## config.mk

```make
export PLATFORM = sky130hd
export DESIGN_NAME = arm_pipe_ctrl
export DESIGN_NICKNAME = d
export VERILOG_FILES = /design/src/rtl/arm_ctrl_pkg.sv /design/src/rtl/arm_cond_check.sv /design/src/rtl/arm_pipe_ctrl.sv
export SDC_FILE = /design/constraint.sdc
export NUM_CORES = 1
export LEC_CHECK = 0
export ABC_AREA = 1
export CAP_MARGIN = 20
export CORE_UTILIZATION = 30
export CTS_CLUSTER_DIAMETER = 150
export DETAILED_ROUTE_END_ITERATION = 8
export PLACE_DENSITY_LB_ADDON = 0.12
export SYNTH_ARGS = -nofsm -noshare
export SYNTH_HDL_FRONTEND = slang
export SYNTH_HIERARCHICAL = 1
export SYNTH_SLANG_ARGS = --single-unit
export TNS_END_PERCENT = 10
```

## constraint.sdc

```tcl
create_clock -name clk -period 1.79 [get_ports clk]
set_clock_uncertainty 0.05 [all_clocks]
set_input_delay 0.358 -clock clk [delete_from_list [all_inputs] [get_ports clk]]
set_output_delay 0.358 -clock clk [all_outputs]
set_load 0.02 [all_outputs]
```

## src/rtl/arm_ctrl_pkg.sv

```systemverilog
// ---------------------------------------------------------------------------
// arm_ctrl_pkg
// Shared types and helpers for the ARM pipelined control unit.
//   cond_e      : ARM condition field encodings (EQ..AL, NV).
//   FWD_*       : operand forwarding select codes.
//   ctrl_t      : per-stage control bundle (controls, Cond, register numbers).
//                 The ALU control field is ALUW bits wide, set by a parameter
//                 of the top, so it travels beside ctrl_t rather than inside.
//   dest_hit    : stage writes a register read by the Decode instruction.
//   load_hit    : same, restricted to loads.
//   fwd_select  : priority encoder for the forwarding mux select.
// ---------------------------------------------------------------------------
package arm_ctrl_pkg;

    typedef enum logic [3:0] {
        EQ = 4'b0000,
        NE = 4'b0001,
        CS = 4'b0010,
        CC = 4'b0011,
        MI = 4'b0100,
        PL = 4'b0101,
        VS = 4'b0110,
        VC = 4'b0111,
        HI = 4'b1000,
        LS = 4'b1001,
        GE = 4'b1010,
        LT = 4'b1011,
        GT = 4'b1100,
        LE = 4'b1101,
        AL = 4'b1110,
        NV = 4'b1111
    } cond_e;

    localparam logic [1:0] FWD_RF = 2'b00;  // register file operand
    localparam logic [1:0] FWD_W  = 2'b01;  // Writeback result
    localparam logic [1:0] FWD_M  = 2'b10;  // first Memory stage ALU result

    typedef struct packed {
        logic       reg_write;
        logic       mem_write;
        logic       mem_to_reg;
        logic       branch;
        logic       pc_src;
        logic       alu_src;
        logic [1:0] flag_write;
        logic [3:0] cond;
        logic [3:0] ra1;
        logic [3:0] ra2;
        logic [3:0] wa3;
    } ctrl_t;

    function automatic logic dest_hit(input ctrl_t s, input logic [3:0] ra1,
                                      input logic [3:0] ra2);
        return s.reg_write & ((s.wa3 == ra1) | (s.wa3 == ra2));
    endfunction

    function automatic logic load_hit(input ctrl_t s, input logic [3:0] ra1,
                                      input logic [3:0] ra2);
        return s.mem_to_reg & dest_hit(s, ra1, ra2);
    endfunction

    function automatic logic [1:0] fwd_select(input logic hit_m, input logic hit_w);
        logic [1:0] sel;
        if (hit_m) begin
            sel = FWD_M;
        end else if (hit_w) begin
            sel = FWD_W;
        end else begin
            sel = FWD_RF;
        end
        return sel;
    endfunction

endpackage

```

## src/rtl/arm_cond_check.sv

```systemverilog
// ---------------------------------------------------------------------------
// arm_cond_check
// Combinational ARM condition evaluation.
//   i_cond    in  4  instruction condition field
//   i_flags   in  4  {N,Z,C,V}
//   o_cond_ex out 1  condition passes (NV always fails)
// ---------------------------------------------------------------------------
module arm_cond_check
    import arm_ctrl_pkg::*;
(
    input  logic [3:0] i_cond,
    input  logic [3:0] i_flags,
    output logic       o_cond_ex
);

    logic w_n, w_z, w_c, w_v;

    assign {w_n, w_z, w_c, w_v} = i_flags;

    // Decode the condition field against the current flags.
    always_comb begin
        o_cond_ex = 1'b0;
        case (cond_e'(i_cond))
            EQ:      o_cond_ex = w_z;
            NE:      o_cond_ex = ~w_z;
            CS:      o_cond_ex = w_c;
            CC:      o_cond_ex = ~w_c;
            MI:      o_cond_ex = w_n;
            PL:      o_cond_ex = ~w_n;
            VS:      o_cond_ex = w_v;
            VC:      o_cond_ex = ~w_v;
            HI:      o_cond_ex = w_c & ~w_z;
            LS:      o_cond_ex = ~w_c | w_z;
            GE:      o_cond_ex = (w_n == w_v);
            LT:      o_cond_ex = (w_n != w_v);
            GT:      o_cond_ex = ~w_z & (w_n == w_v);
            LE:      o_cond_ex = w_z | (w_n != w_v);
            AL:      o_cond_ex = 1'b1;
            NV:      o_cond_ex = 1'b0;
            default: o_cond_ex = 1'b0;
        endcase
    end

endmodule

```

## src/rtl/arm_pipe_ctrl.sv

```systemverilog
// ---------------------------------------------------------------------------
// arm_pipe_ctrl
// Pipelined control unit: carries decoded controls D -> E -> M1..Mk -> W,
// evaluates conditions and updates the flags in Execute, and produces
// stall / flush / forwarding controls for the datapath.
//
// Parameters: ALUW (ALU control width), MEM_STAGES (k, 1..3).
// Inputs : clk, reset (sync, active high), RegWriteD, MemWriteD, MemtoRegD,
//          BranchD, PCSrcD, ALUSrcD, FlagWriteD[1:0], ALUControlD, CondD,
//          RA1D, RA2D, WA3D, ALUFlagsE {N,Z,C,V}.
// Outputs: ALUSrcE, ALUControlE, MemWriteM (from Mk), MemtoRegW, RegWriteW,
//          PCSrcW, WA3W, BranchTakenE, StallF, StallD, FlushD, FlushE,
//          ForwardAE, ForwardBE, FlagsQ.
//
// Build option ARM_PIPE_CTRL_FORWARD_EN: when defined, operands forward from
// M1/W and only load-use hazards stall. When undefined, forwarding selects
// are held at 00 and Decode stalls on any in-flight write (E..Mk, W) to one
// of its source registers.
// ---------------------------------------------------------------------------
module arm_pipe_ctrl
    import arm_ctrl_pkg::*;
#(
    parameter int ALUW       = 3,
    parameter int MEM_STAGES = 1
) (
    input  logic            clk,
    input  logic            reset,
    input  logic            RegWriteD,
    input  logic            MemWriteD,
    input  logic            MemtoRegD,
    input  logic            BranchD,
    input  logic            PCSrcD,
    input  logic            ALUSrcD,
    input  logic [1:0]      FlagWriteD,
    input  logic [ALUW-1:0] ALUControlD,
    input  logic [3:0]      CondD,
    input  logic [3:0]      RA1D,
    input  logic [3:0]      RA2D,
    input  logic [3:0]      WA3D,
    input  logic [3:0]      ALUFlagsE,
    output logic            ALUSrcE,
    output logic [ALUW-1:0] ALUControlE,
    output logic            MemWriteM,
    output logic            MemtoRegW,
    output logic            RegWriteW,
    output logic            PCSrcW,
    output logic [3:0]      WA3W,
    output logic            BranchTakenE,
    output logic            StallF,
    output logic            StallD,
    output logic            FlushD,
    output logic            FlushE,
    output logic [1:0]      ForwardAE,
    output logic [1:0]      ForwardBE,
    output logic [3:0]      FlagsQ
);

    ctrl_t                  w_ctrl_d;
    ctrl_t                  r_e;
    logic [ALUW-1:0]        r_alu_ctrl_e;
    ctrl_t                  w_ctrl_m1_in;
    ctrl_t [MEM_STAGES-1:0] w_m;
    ctrl_t                  r_w;
    logic [3:0]             r_flags;
    logic                   w_cond_ex;
    logic                   w_branch_taken;
    logic                   w_ld_stall;
    logic                   w_pc_wr_pend;
    logic                   w_flush_e;
    logic                   w_unused;

    assign w_ctrl_d = '{reg_write:  RegWriteD,
                        mem_write:  MemWriteD,
                        mem_to_reg: MemtoRegD,
                        branch:     BranchD,
                        pc_src:     PCSrcD,
                        alu_src:    ALUSrcD,
                        flag_write: FlagWriteD,
                        cond:       CondD,
                        ra1:        RA1D,
                        ra2:        RA2D,
                        wa3:        WA3D};

    // D->E register; a flush (load-use bubble or taken branch) loads zero controls.
    always_ff @(posedge clk) begin
        if (reset || w_flush_e) begin
            r_e          <= '0;
            r_alu_ctrl_e <= '0;
        end else begin
            r_e          <= w_ctrl_d;
            r_alu_ctrl_e <= ALUControlD;
        end
    end

    arm_cond_check u_cond (
        .i_cond    (r_e.cond),
        .i_flags   (r_flags),
        .o_cond_ex (w_cond_ex)
    );

    // Architectural side effects leaving Execute are squashed when the condition fails.
    always_comb begin
        w_ctrl_m1_in           = r_e;
        w_ctrl_m1_in.reg_write = r_e.reg_write & w_cond_ex;
        w_ctrl_m1_in.mem_write = r_e.mem_write & w_cond_ex;
        w_ctrl_m1_in.pc_src    = r_e.pc_src & w_cond_ex;
    end

    // Flags register: NZ and CV halves written independently, only if the condition passes.
    always_ff @(posedge clk) begin
        if (reset) begin
            r_flags <= 4'b0000;
        end else begin
            if (r_e.flag_write[1] & w_cond_ex) begin
                r_flags[3:2] <= ALUFlagsE[3:2];
            end
            if (r_e.flag_write[0] & w_cond_ex) begin
                r_flags[1:0] <= ALUFlagsE[1:0];
            end
        end
    end

    for (genvar g = 0; g < MEM_STAGES; g++) begin : gen_mem
        ctrl_t r_stage;
        ctrl_t w_stage_in;

        if (g == 0) begin : gen_first
            assign w_stage_in = w_ctrl_m1_in;
        end else begin : gen_next
            assign w_stage_in = w_m[g-1];
        end

        // Memory stage register; these stages never stall.
        always_ff @(posedge clk) begin
            if (reset) begin
                r_stage <= '0;
            end else begin
                r_stage <= w_stage_in;
            end
        end

        assign w_m[g] = r_stage;
    end

    // Mk->W register.
    always_ff @(posedge clk) begin
        if (reset) begin
            r_w <= '0;
        end else begin
            r_w <= w_m[MEM_STAGES-1];
        end
    end

    // Hazard detection: data hazards on Decode sources and pending PC writes.
    always_comb begin
        w_pc_wr_pend = PCSrcD | r_e.pc_src;
        w_ld_stall   = 1'b0;
        for (int i = 0; i < MEM_STAGES; i++) begin
            w_pc_wr_pend = w_pc_wr_pend | w_m[i].pc_src;
        end
`ifdef ARM_PIPE_CTRL_FORWARD_EN
        // A load in Mk reaches W next cycle and is forwarded from there, so Mk is exempt.
        w_ld_stall = load_hit(r_e, RA1D, RA2D);
        for (int i = 0; i < MEM_STAGES - 1; i++) begin
            w_ld_stall = w_ld_stall | load_hit(w_m[i], RA1D, RA2D);
        end
`else
        // No bypass network: wait until every matching write has left W.
        w_ld_stall = dest_hit(r_e, RA1D, RA2D) | dest_hit(r_w, RA1D, RA2D);
        for (int i = 0; i < MEM_STAGES; i++) begin
            w_ld_stall = w_ld_stall | dest_hit(w_m[i], RA1D, RA2D);
        end
`endif
    end

`ifdef ARM_PIPE_CTRL_FORWARD_EN
    // M1 loads have no data yet, so only ALU results forward from M1; M1 wins over W.
    assign ForwardAE = fwd_select(w_m[0].reg_write & ~w_m[0].mem_to_reg &
                                  (w_m[0].wa3 == r_e.ra1),
                                  r_w.reg_write & (r_w.wa3 == r_e.ra1));
    assign ForwardBE = fwd_select(w_m[0].reg_write & ~w_m[0].mem_to_reg &
                                  (w_m[0].wa3 == r_e.ra2),
                                  r_w.reg_write & (r_w.wa3 == r_e.ra2));
`else
    assign ForwardAE = FWD_RF;
    assign ForwardBE = FWD_RF;
`endif

    // A taken branch squashes the Decode instruction, so stalling it is pointless.
    assign w_branch_taken = r_e.branch & w_cond_ex;
    assign w_flush_e      = w_ld_stall | w_branch_taken;

    assign BranchTakenE = w_branch_taken;
    assign StallF       = (w_ld_stall | w_pc_wr_pend) & ~w_branch_taken;
    assign StallD       = w_ld_stall & ~w_branch_taken;
    assign FlushE       = w_flush_e;
    assign FlushD       = w_pc_wr_pend | w_branch_taken;

    assign ALUSrcE     = r_e.alu_src;
    assign ALUControlE = r_alu_ctrl_e;
    assign MemWriteM   = w_m[MEM_STAGES-1].mem_write;
    assign MemtoRegW   = r_w.mem_to_reg;
    assign RegWriteW   = r_w.reg_write;
    assign PCSrcW      = r_w.pc_src;
    assign WA3W        = r_w.wa3;
    assign FlagsQ      = r_flags;

    // Bundle fields that are carried for uniformity but not consumed in every stage.
    assign w_unused = ^{r_e, w_m, r_w};

endmodule

```

==> flow_summary.yaml <==
run_status:
  result_of_the_run: "finished, violations left"
  violations: "setup timing"
finish:
  design_area_mm2: 0.00285
  final_common_cell: "sky130_fd_sc_hd__nand2_1"
  drive_above_1_share_pct: 22.9
  area_delta_synth_final_pct: 49.6
  num_antenna_cells: 0
  post-route-util_pct: 47.4
  commonest_cells_after_routing_fill_and_taps_aside: "94 x sky130_fd_sc_hd__nand2_1, 46 x sky130_fd_sc_hd__nor2_1, 44 x sky130_fd_sc_hd__inv_1"
  layout.nets: 407
setup_path:
  max_stage_delay_on_crit_path_ps: 370
  critical_path_startpoint: "gen_mem[0].w_stage_in[12]"
  cp_num_cells: 10
  cp_data_arrival_time_ps: 1660
  startpoint_type: "flip-flop"
  worstPathCellList: "nand2_2 > inv_2 > o211ai_1 > nand3_1 > nor2_2 > nand3_2 > nand2_4 > inv_4 > o21ai_4 > buf_6"
  crit_required_ps: 1380
  cp-endpoint: "StallF"
  r2r_cells: 11
  reg2reg_to: "r_e[22]"
  worst-path-max-fanout: 5
  cpLargestDelayFamily: "simple AND/OR/NAND/NOR gates"
  r2r-start: "gen_mem[0].w_stage_in[12]"
  timing.reg2reg.setup_slack_ps: 60
  critical_path.slowest_cell: "sky130_fd_sc_hd__dfxtp_4"
  timing_worst_setup_path_type: "reg -> out"
  cp-end-kind: "output pin"
  critPathBufInv: 3
clocking:
  tritoncts_num_sinks: 38
  clock_tree.root_cell: "sky130_fd_sc_hd__clkbuf_8"
  cts_made_buffers: 5
  h-tree-depth: 2
  cts-hold-fix-buffers: 0
  clock_path_buffers: 2
  clock_tree_from_tritoncts: "done"
  path_clk_slew_ps: 80
  insertion_delay_ps: 290
sta:
  hold_slack_ps: 353
  setup-violations-final: 5
  timing.final.crit_period_ps: 2070
  final_max_slew_viol_count: 0
  fmax_ghz: 0.483
  fin_hold_viols: 0
  grt_setup_unrepaired: "true"
  fin_setup_tns_ps: -1200
  layout_setup_ws_ps: -279
  final_period_util_pct: 116
synthesis:
  syn_area_mm2: 0.00191
  synth.yosys.seq_area_share_pct: 39.9
  synth_cells: 291
  post_synth.cell_area_avg_um2: 6.56
  yosys_warnings: 6
  ys_types: 22
  postSynthRegisterBits: 38
floorplan:
  initial_utilization_pct: 31.7
  die_w_um: 81.8
  boundaryPins: 58
  die_area_mm2: 0.00668
  placement_rows: 28
  dieHeight_um: 81.8
  coreArea_mm2: 0.00603
routing:
  route.antenna.remaining_nets: 0
  detailroute.via_count: 1805
  drt_iter0_drc: 62
  wl_per_cell_um: 9.23
  post_drt_via_cell_ratio: 4.01
  dr.pass1.iters: 4
  route.detailed.drc: 0
  wirelength_mm: 4.16
min_path:
  worstHoldPathType: "reg -> reg"
place:
  place_worst_setup_slack_ps: -930
  detailed_place.area_mm2: 0.00272
  place.port_buffers: 53
  place.gp.congestion: 0.838
  dp_hpwl_mm: 3.32
grt:
  vias_in_the_first_global_route: 1567
  grtUsageTotal_pct: 13.5
  antenna_violations_before_repair: 0
  grt_start_max_net_pins: 16
  grt_pass1_wl_mm: 6.78
  overflow: 0
power:
  vdd_ir_drop_max_mv: 0.359
  reported_leakage_power_nw: 1.48
  power_density_mw_per_mm2: 749
flow_run:
  maxCapViolations: 0
cell type report:
type                    count  area, um^2
clock buffers               6        82.6
clock inverters             2        12.5
multi-input cells         193         932
fillers                   664        3170
repair buffers             80         739
well taps                  75        93.8
inverters                  56         215
flip-flops and latches     38         778
logic make-up (layout without fill, tap and decap cells):
group / after synthesis / after routing / synth area share (%)
AOI/OAI and AO/OA: 12 / 12 / 3.61
xor gates and xnor gates: 3 / 3 / 1.38
buffers and inverters: 63 / 144 / 14.0
DFF: 38 / 38 / 39.9
other: 1 / 4 / 0.197
and+or+nand+nor: 174 / 174 / 40.9
stage by stage:
step	cells	total power [mW]
after global placement	440	1.53
after floorplan	294	1.27
after detailed placement	440	1.53
after CTS	449	2.16
final	450	2.14
after global routing	450	2.28
registers in the layout (all words and copies together), names as in the netlist:
signal / count
RegWriteW: 1
MemtoRegW: 1
gen_mem.r_stage: 7
ALUSrcE: 1
PCSrcW: 1
MemWriteM: 1
WA3W: 4
ALUControlE: 3
r_e: 3
FlagsQ: 4
gen_mem.w_stage_in: 12
synthesized netlist by cell type (all sizes together):
library cell / n / area share (%)
a21oi: 2 / 0.72
buf: 5 / 2.6
clkbuf: 2 / 0.39
conb: 1 / 0.20
dfxtp: 38 / 40
inv: 56 / 11
nand2: 102 / 20
nand3: 11 / 3.8
nor2: 60 / 17
nor3: 1 / 0.26
o211ai: 2 / 0.79
o21ai: 8 / 2.1
xor2: 3 / 1.4
worst min-delay path by stage:
stage               cells past startpoint              startpoint         to
floorplan                               2  gen_mem[0].r_stage[21]  MemtoRegW
global placement                        2  gen_mem[0].r_stage[21]  MemtoRegW
detailed placement                      2  gen_mem[0].r_stage[21]  MemtoRegW
CTS                                     2  gen_mem[0].r_stage[21]  MemtoRegW
global route                            2  gen_mem[0].r_stage[21]  MemtoRegW
finish                                  2  gen_mem[0].r_stage[21]  MemtoRegW
routing by layer:
| metal | vias to the layer above | wire length (um) | track usage (%) |
|---|---|---|---|
| met5 | - | 0 | 0 |
| met4 | 0 | 47 | 4.74 |
| met3 | 5 | 287 | 4.22 |
| met2 | 52 | 1690 | 19.9 |
| met1 | 746 | 2130 | 18.3 |
| li1 | 1002 | - | - |
report_power, final:
group          switching (mW)  internal, mW
Combinational           0.299         0.281
Clock                   0.305         0.310
Sequential             0.0414         0.901
tightest hold or removal path: stages, from the launching register on:
cell and delay (ps):
sky130_fd_sc_hd__dfxtp_1 300, sky130_fd_sc_hd__inv_1 40, sky130_fd_sc_hd__nor2_1 30
timing repair:
action / 4_1_cts / 5_1_grt
hold endpoints to repair: 0 / 0
buffers inserted: 1 / 1
endpoints found under the setup margin: 26 / 28
resized for setup: 51 / 9
pin swaps: 5 / 7
No activity file was read; power rests on OpenSTA's default activity.
